$ cat src/rtl/uart_tx_arbiter_pkg.sv
// Shared definitions for the UART transmit arbiter: FSM encoding, baud codes, frame length.
// Latency: n/a (constants and types only).
// Backpressure: n/a.
package uart_tx_arbiter_pkg;

    // Arbiter FSM states.
    typedef enum logic [2:0] {
        ST_IDLE,
        ST_LOAD,
        ST_SEND,
        ST_WAIT_DONE,
        ST_GAP
    } state_e;

    // Baud_set codes understood by uart_byte_tx.
    localparam logic [2:0] BAUD_9600   = 3'd0;
    localparam logic [2:0] BAUD_19200  = 3'd1;
    localparam logic [2:0] BAUD_38400  = 3'd2;
    localparam logic [2:0] BAUD_57600  = 3'd3;
    localparam logic [2:0] BAUD_115200 = 3'd4;

    // One UART frame: start bit, 8 data bits, stop bit.
    localparam int FRAME_BITS = 10;

endpackage

$ cat src/rtl/uart_tx_arbiter_if.sv
// Bundle between the byte requesters, the arbiter and the external uart_byte_tx.
// Latency: n/a (wires only).
// Backpressure: Req is a level held until Ack; Tx_Send_Go/Tx_Done are single-cycle pulses.
// Ports: Req/Req_Data/Ack/Err/Busy toward requesters; Tx_Data/Tx_Send_Go/Tx_Done/Baud_set toward the UART.
// slave = arbiter side, master = requester + UART side.
interface uart_tx_arbiter_if #(
    parameter int NUM_REQ = 4
);
    logic [NUM_REQ-1:0]   Req;
    logic [8*NUM_REQ-1:0] Req_Data;
    logic [NUM_REQ-1:0]   Ack;
    logic                 Err;
    logic                 Busy;
    logic [7:0]           Tx_Data;
    logic                 Tx_Send_Go;
    logic                 Tx_Done;
    logic [2:0]           Baud_set;

    modport master (
        output Req, Req_Data, Tx_Done,
        input  Ack, Err, Busy, Tx_Data, Tx_Send_Go, Baud_set
    );

    modport slave (
        input  Req, Req_Data, Tx_Done,
        output Ack, Err, Busy, Tx_Data, Tx_Send_Go, Baud_set
    );
endinterface

$ cat src/rtl/uart_tx_arbiter_rr_select.sv
// Round-robin picker: first asserted Req bit searching upward from Last+1, wrapping at NUM_REQ.
// Latency: combinational.
// Backpressure: none; Valid low when no request is pending.
// Ports: Req (request vector), Last (previous winner) -> Valid, Index.
module rr_select #(
    parameter int NUM_REQ = 4,
    parameter int IW      = 2
) (
    input  logic [NUM_REQ-1:0] Req,
    input  logic [IW-1:0]      Last,
    output logic               Valid,
    output logic [IW-1:0]      Index
);
    logic [IW-1:0] idx;

    // Walk offsets from farthest to nearest so the nearest hit overwrites the rest;
    // offset NUM_REQ lands back on Last itself, which is how a lone requester is re-granted.
    always_comb begin
        Valid = 1'b0;
        Index = '0;
        idx   = '0;
        for (int off = NUM_REQ; off >= 1; off--) begin
            idx = IW'((int'(Last) + off) % NUM_REQ);
            if (Req[idx]) begin
                Valid = 1'b1;
                Index = idx;
            end
        end
    end
endmodule

$ cat src/rtl/uart_tx_arbiter.sv
// Shares one uart_byte_tx among NUM_REQ byte requesters with round-robin grants and a Tx_Done timeout.
// Latency: Tx_Send_Go in the third cycle of a request seen in IDLE (IDLE, LOAD, SEND); Ack coincident with Tx_Done or timeout.
// Backpressure: requesters hold Req until Ack; one byte in flight, GAP idle cycles after each byte.
// Ports: Clk, Reset (sync, active-high), bus (slave modport: requester and UART handshakes).
module uart_tx_arbiter
    import uart_tx_arbiter_pkg::*;
#(
    parameter int         NUM_REQ  = 4,
    parameter logic [2:0] BAUD_SET = BAUD_115200,
    parameter int         TIMEOUT  = 65535,
    parameter int         GAP      = 2
) (
    input  logic              Clk,
    input  logic              Reset,
    uart_tx_arbiter_if.slave  bus
);
    localparam int IW = $clog2(NUM_REQ);
    localparam int CW = $clog2(TIMEOUT + 1);
    localparam int GW = (GAP > 1) ? $clog2(GAP + 1) : 1;
    localparam logic [CW-1:0] TIMEOUT_C = CW'(TIMEOUT);

    state_e        state_q, state_d;
    logic [IW-1:0] sel_q, sel_d;
    logic [IW-1:0] last_q, last_d;
    logic [7:0]    tx_data_q, tx_data_d;
    logic [CW-1:0] cnt_q, cnt_d;
    logic [GW-1:0] gap_q, gap_d;

    logic          rr_valid;
    logic [IW-1:0] rr_index;
    logic [CW-1:0] cnt_inc;
    logic          expired;
    logic          finish;

    rr_select #(
        .NUM_REQ (NUM_REQ),
        .IW      (IW)
    ) u_rr_select (
        .Req   (bus.Req),
        .Last  (last_q),
        .Valid (rr_valid),
        .Index (rr_index)
    );

    // cnt_q counts WAIT_DONE cycles already elapsed, so the incremented value reaching
    // TIMEOUT marks the cycle exactly TIMEOUT after the start pulse.
    assign cnt_inc = (cnt_q == TIMEOUT_C) ? cnt_q : cnt_q + 1'b1;
    assign expired = (cnt_inc == TIMEOUT_C);
    // Reset gating keeps a Tx_Done that lands on a reset cycle from acknowledging an aborted byte.
    assign finish  = (state_q == ST_WAIT_DONE) && (bus.Tx_Done || expired) && !Reset;

    always_comb begin
        state_d        = state_q;
        sel_d          = sel_q;
        last_d         = last_q;
        tx_data_d      = tx_data_q;
        cnt_d          = cnt_q;
        gap_d          = gap_q;

        bus.Ack        = '0;
        bus.Err        = 1'b0;
        bus.Busy       = (state_q != ST_IDLE);
        bus.Tx_Send_Go = (state_q == ST_SEND) && !Reset;
        bus.Tx_Data    = tx_data_q;
        bus.Baud_set   = BAUD_SET;

        case (state_q)
            ST_IDLE: begin
                if (rr_valid) begin
                    sel_d     = rr_index;
                    tx_data_d = bus.Req_Data[{rr_index, 3'b000} +: 8];
                    state_d   = ST_LOAD;
                end
            end
            ST_LOAD: state_d = ST_SEND;
            ST_SEND: begin
                cnt_d   = '0;
                state_d = ST_WAIT_DONE;
            end
            ST_WAIT_DONE: begin
                cnt_d = cnt_inc;
                if (finish) begin
                    bus.Ack[sel_q] = 1'b1;
                    // A Tx_Done on the expiry cycle wins: the byte did go out.
                    bus.Err        = !bus.Tx_Done;
                    last_d         = sel_q;
                    gap_d          = '0;
                    state_d        = ST_GAP;
                end
            end
            ST_GAP: begin
                // Always at least one GAP cycle, even with GAP = 0.
                if (int'(gap_q) + 1 >= GAP) begin
                    state_d = ST_IDLE;
                end else begin
                    gap_d = gap_q + 1'b1;
                end
            end
            default: state_d = ST_IDLE;
        endcase
    end

    always_ff @(posedge Clk) begin
        if (Reset) begin
            state_q   <= ST_IDLE;
            sel_q     <= '0;
            last_q    <= IW'(NUM_REQ - 1);
            tx_data_q <= 8'h00;
            cnt_q     <= '0;
            gap_q     <= '0;
        end else begin
            state_q   <= state_d;
            sel_q     <= sel_d;
            last_q    <= last_d;
            tx_data_q <= tx_data_d;
            cnt_q     <= cnt_d;
            gap_q     <= gap_d;
        end
    end
endmodule

$ cat src/flat_wrapper.sv
// flat-port wrapper written by rule: the top's interface ports become plain ports
module uart_tx_arbiter_flat import uart_tx_arbiter_pkg::*;
#(
    parameter int         NUM_REQ  = 4,
    parameter logic [2:0] BAUD_SET = BAUD_115200,
    parameter int         TIMEOUT  = 65535,
    parameter int         GAP      = 2
)
  (Clk, Reset, bus_Req, bus_Req_Data, bus_Tx_Done, bus_Ack, bus_Err, bus_Busy, bus_Tx_Data, bus_Tx_Send_Go, bus_Baud_set);
  uart_tx_arbiter_if #(.NUM_REQ(NUM_REQ)) bus_i ();
  input  logic Clk;
  input  logic Reset;
  input wire logic [$bits(bus_i.Req)-1:0] bus_Req;
  input wire logic [$bits(bus_i.Req_Data)-1:0] bus_Req_Data;
  input wire logic [$bits(bus_i.Tx_Done)-1:0] bus_Tx_Done;
  output wire logic [$bits(bus_i.Ack)-1:0] bus_Ack;
  output wire logic [$bits(bus_i.Err)-1:0] bus_Err;
  output wire logic [$bits(bus_i.Busy)-1:0] bus_Busy;
  output wire logic [$bits(bus_i.Tx_Data)-1:0] bus_Tx_Data;
  output wire logic [$bits(bus_i.Tx_Send_Go)-1:0] bus_Tx_Send_Go;
  output wire logic [$bits(bus_i.Baud_set)-1:0] bus_Baud_set;
  assign bus_i.Req = bus_Req;
  assign bus_i.Req_Data = bus_Req_Data;
  assign bus_i.Tx_Done = bus_Tx_Done;
  assign bus_Ack = bus_i.Ack;
  assign bus_Err = bus_i.Err;
  assign bus_Busy = bus_i.Busy;
  assign bus_Tx_Data = bus_i.Tx_Data;
  assign bus_Tx_Send_Go = bus_i.Tx_Send_Go;
  assign bus_Baud_set = bus_i.Baud_set;
  uart_tx_arbiter #(.NUM_REQ(NUM_REQ), .BAUD_SET(BAUD_SET), .TIMEOUT(TIMEOUT), .GAP(GAP)) u_core (.Clk(Clk), .Reset(Reset), .bus(bus_i));
endmodule
$ cat config.mk
export PLATFORM = sky130hd
export DESIGN_NAME = uart_tx_arbiter_flat
export DESIGN_NICKNAME = d
export VERILOG_FILES = /design/src/rtl/uart_tx_arbiter_pkg.sv /design/src/rtl/uart_tx_arbiter_if.sv /design/src/rtl/uart_tx_arbiter_rr_select.sv /design/src/rtl/uart_tx_arbiter.sv /design/src/flat_wrapper.sv
export SDC_FILE = /design/constraint.sdc
export NUM_CORES = 1
export LEC_CHECK = 0
export ABC_AREA = 1
export BUFFER_PORTS_ARGS = -buffer_cell sky130_fd_sc_hd__buf_2
export CELL_PAD_IN_SITES_DETAIL_PLACEMENT = 0
export CELL_PAD_IN_SITES_GLOBAL_PLACEMENT = 1
export CORE_MARGIN = 2
export CORE_UTILIZATION = 39
export CTS_BUF_LIST = sky130_fd_sc_hd__clkbuf_16
export CTS_CLUSTER_SIZE = 12
export DETAILED_ROUTE_END_ITERATION = 8
export PLACE_DENSITY_LB_ADDON = 0.1
export SYNTH_ARGS = -nofsm -noshare
export SYNTH_HDL_FRONTEND = slang
export SYNTH_SLANG_ARGS = --single-unit
$ cat constraint.sdc
create_clock -name Clk -period 3.8 [get_ports Clk]
set_clock_uncertainty 0.15 [all_clocks]
set_input_delay 0.38 -clock Clk [delete_from_list [all_inputs] [get_ports Clk]]
set_output_delay 0.38 -clock Clk [all_outputs]
set_load 0.01 [all_outputs]
==> results_dict.tcl <==
set metrics [dict create \
    timing.fmax_mhz 322.9 \
    max_stage_delay_ns 0.39 \
    drive_gt1_share_pct 17.63 \
    synth-seq-cells 33 \
    p_sw_mw 0.3505 \
    grt_pass1_vias 2328 \
    ctsRootBufferMaster "clkbuf_16" \
    syn_to_final_growth_pct 17.73 \
    crit_chain "ha_1 > inv_2 > nor2_4 > nand2_2 > inv_2 > nand2_2 > o21ai_0 > nand3_1 > nor2_1 > nand3_1 > nand2_2 > nand2_2 > nor2_4 > nand2_1 > nor2_1 > buf_2" \
    clkSinkCount 33 \
    design.core.area_um2 5851 \
    nFillCells 638 \
    ir_drop_mv 0.2271 \
    hold_viol_final 0 \
    synth_area_um2 2336 \
    die_h_um 81.40 \
    tns_ns 0 \
    dieWidth_um 81.40 \
    cp_num_buf_inv 3 \
    cp.required_ns 3.27 \
    syn_inst 400 \
    crit_type "flip-flop to output pin" \
    post-route-period-util_pct 81.49 \
    cts_resized 0 \
    rows 28 \
    path_common_cell "nand2_2" \
    final-setup-viol-count 0 \
    crit_family "simple AND/OR/NAND/NOR gates" \
    power.internal_mw 0.7166 \
    ys_seq_area_share_pct 28.28 \
    cts.clk_slew.worst_paths_ns 0.05 \
    crit_path_end_kind "output pin" \
    period_needed_ns 3.097 \
    setup_ws_ns 0.7033 \
    drt-total-wl_um 6038 \
    power_density_nw_per_um2 388.0 \
    yosys_warnings 0 \
    worst_pin_slew_ns 0.5028 \
    hold_class "input pin to flip-flop" \
    maxSlewViolCount 0 \
    die-area_um2 6625 \
    insertion_delay_ns 0.28 \
    dpl_worst_slack_ns 0.9508 \
    insertedDiodeCount 0 \
    place_congestion 0.8450 \
    start_util_pct 39.93 \
    rsz0062_at_grt "false" \
    crit_path_top_delay_cell "dfxtp_1" \
    route.antenna.remaining_nets 0 \
    grt_overflow 0 \
    clockBufferDepth 2 \
    grt_max_degree 23 \
    drt_pre_antenna_iters 4 \
    drc 0 \
    grt_usage_pct 19.43 \
    clockPowerShare_pct 34.5 \
    power_mw 1.067 \
    worst_setup_path_start_kind "flip-flop" \
    cap_violations 0 \
    pwr-share-seq_pct 37.8 \
    pwr-share-comb_pct 27.7 \
    cts_tree "yes" \
    syn_avg_cell_area_um2 5.840 \
    nets 489 \
    grt_pass1_wl_um 10030 \
    post_drt_wl_per_cell_um 11.54 \
    htreeDepth 2 \
    ys_types 31 \
    outcome "completed" \
    p_leak_nw 1.299 \
    switching_share_pct 32.85 \
    cp.arrival_ns 2.57 \
    drtIter0Drc 74 \
    cp_max_fo 14 \
    dp_hpwl_um 4776 \
    cts_hold_buf 0 \
    antenna_found_initial 0 \
    numPortBuffers 53 \
    slew_headroom_pct 66.44 \
    vias_per_cell 4.847 \
    cts_buffers 5 \
    io_pins 57 \
    vias 2535 \
    post_cts_buffers 0 \
]
final timing paths:
path | start | to | slack [ns] | cells after the start
min | bus_Req_Data[12] | u_core.bus.Tx_Data[4]$_SDFFE_PP0P_ | 0.19 | 3
max | u_core.cnt_q[1]$_SDFFE_PP0P_ | bus_Ack[0] | 0.70 | 16
max reg2reg | u_core.cnt_q[1]$_SDFFE_PP0P_ | u_core.last_q[1]$_SDFFE_PP1P_ | 1.35 | 16
min reg2reg | u_core.sel_q[0]$_SDFFE_PP0P_ | u_core.sel_q[0]$_SDFFE_PP0P_ | 0.35 | 2
kinds of logic (layout without fill, tap and decap cells):
logic type               count (synthesis)  in the layout  synth area share [%]
other                                    2              3                0.3215
flip-flops                              33             33                 28.28
XOR/XNOR                                 4              4                 1.500
AND/OR/NAND/NOR                        250            250                 45.74
buffers and inverters                   53            100                 10.18
adder cells (fa/ha/maj)                  2              2                 1.071
AO/OA/AOI/OAI                           56             56                 12.91
metal layers:
metal	vias up	track usage [%]	part of all wire, %
li1	1367	-	-
met1	1099	22.67	44
met2	62	34.84	49
met3	7	4.778	5.4
met4	0	5.763	1.5
met5	-	0	0
cells in the final DEF, fill, tap and decap left out, types with 2 or more instances in the layout:
cell | netlist | routed
nand2_2 | 6 | 6
o211ai_1 | 2 | 2
inv_1 | 33 | 34
nor2_1 | 34 | 34
o21bai_1 | 2 | 2
buf_2 | 2 | 53
nand4_1 | 7 | 7
inv_2 | 5 | 5
nor2_4 | 4 | 4
dfxtp_1 | 33 | 33
o21ai_0 | 10 | 10
nand3_1 | 38 | 38
xnor2_1 | 2 | 2
conb_1 | 2 | 3
ha_1 | 2 | 2
a21oi_1 | 33 | 33
xor2_1 | 2 | 2
clkbuf_16 | 0 | 5
o21ai_1 | 6 | 6
nand2_1 | 156 | 156
per-stage QoR:
stage / std cells / hold WS [ns] / area (um^2) / utilization (%)
CTS: 523 / 0.2034 / 2750 / 47.01
detailed placement: 516 / 0.3391 / 2618 / 44.74
floorplan: 401 / 0.3068 / 2340 / -
finish: 523 / 0.1947 / 2750 / 47.01
global route: 523 / 0.2118 / 2750 / 47.01
global placement: 516 / 0.3549 / 2618 / 44.74
cell usage after synthesis:
cell type | number | area, um^2
xnor2_1 | 2 | 17.52
inv_1 | 33 | 123.9
nor3_1 | 1 | 5.000
nand2_4 | 1 | 11.26
inv_2 | 5 | 18.77
o21a_1 | 1 | 7.510
or2_1 | 1 | 6.260
inv_4 | 1 | 6.260
o31ai_1 | 1 | 7.510
nand3_1 | 38 | 190.2
o21bai_2 | 1 | 11.26
a21oi_1 | 33 | 165.2
dfxtp_1 | 33 | 660.6
conb_1 | 2 | 7.510
buf_2 | 2 | 10.01
o21ai_1 | 6 | 30.03
nor2_2 | 1 | 6.260
nand4_1 | 7 | 43.79
buf_6 | 2 | 22.52
nand3_2 | 1 | 10.01
nor2_4 | 4 | 45.04
ha_1 | 2 | 25.02
nand2_2 | 6 | 37.54
xor2_1 | 2 | 17.52
buf_4 | 5 | 37.54
clkbuf_1 | 5 | 18.77
o211ai_1 | 2 | 15.01
nor2_1 | 34 | 127.6
o21ai_0 | 10 | 50.05
nand2_1 | 156 | 585.6
o21bai_1 | 2 | 15.01
cell type report:
class	count	area (um^2)	share of cell area [%]
inverter	39	148.9	5.414
sequential	33	660.6	24.02
timing repair buffer	54	272.8	9.918
multi-input combinational	315	1441	52.41
clock buffer	5	125.1	4.550
tap	75	93.84	3.412
clock inverter	2	7.507	0.2730
worst min-delay path, cell delays in order:
cell and delay (ns):
buf_2 0.07, a21oi_1 0.05, nor2_1 0.08
registers in the layout (all words and copies together), names as in the netlist:
signal,count
u_core.gap_q,2
u_core.state_q,3
u_core.cnt_q,16
u_core.last_q,2
u_core.sel_q,2
u_core.bus.Tx_Data,8
power groups by stage:
stage          logic, mW  registers, mW  clock network, mW
5_1_grt            0.336          0.408              0.390
6_report           0.295          0.403              0.369
2_1_floorplan      0.206          0.416                  0
3_5_place_dp       0.300          0.408                  0
3_3_place_gp       0.302          0.409                  0
4_1_cts            0.301          0.403              0.376
Power figures use the tool's default switching activity.
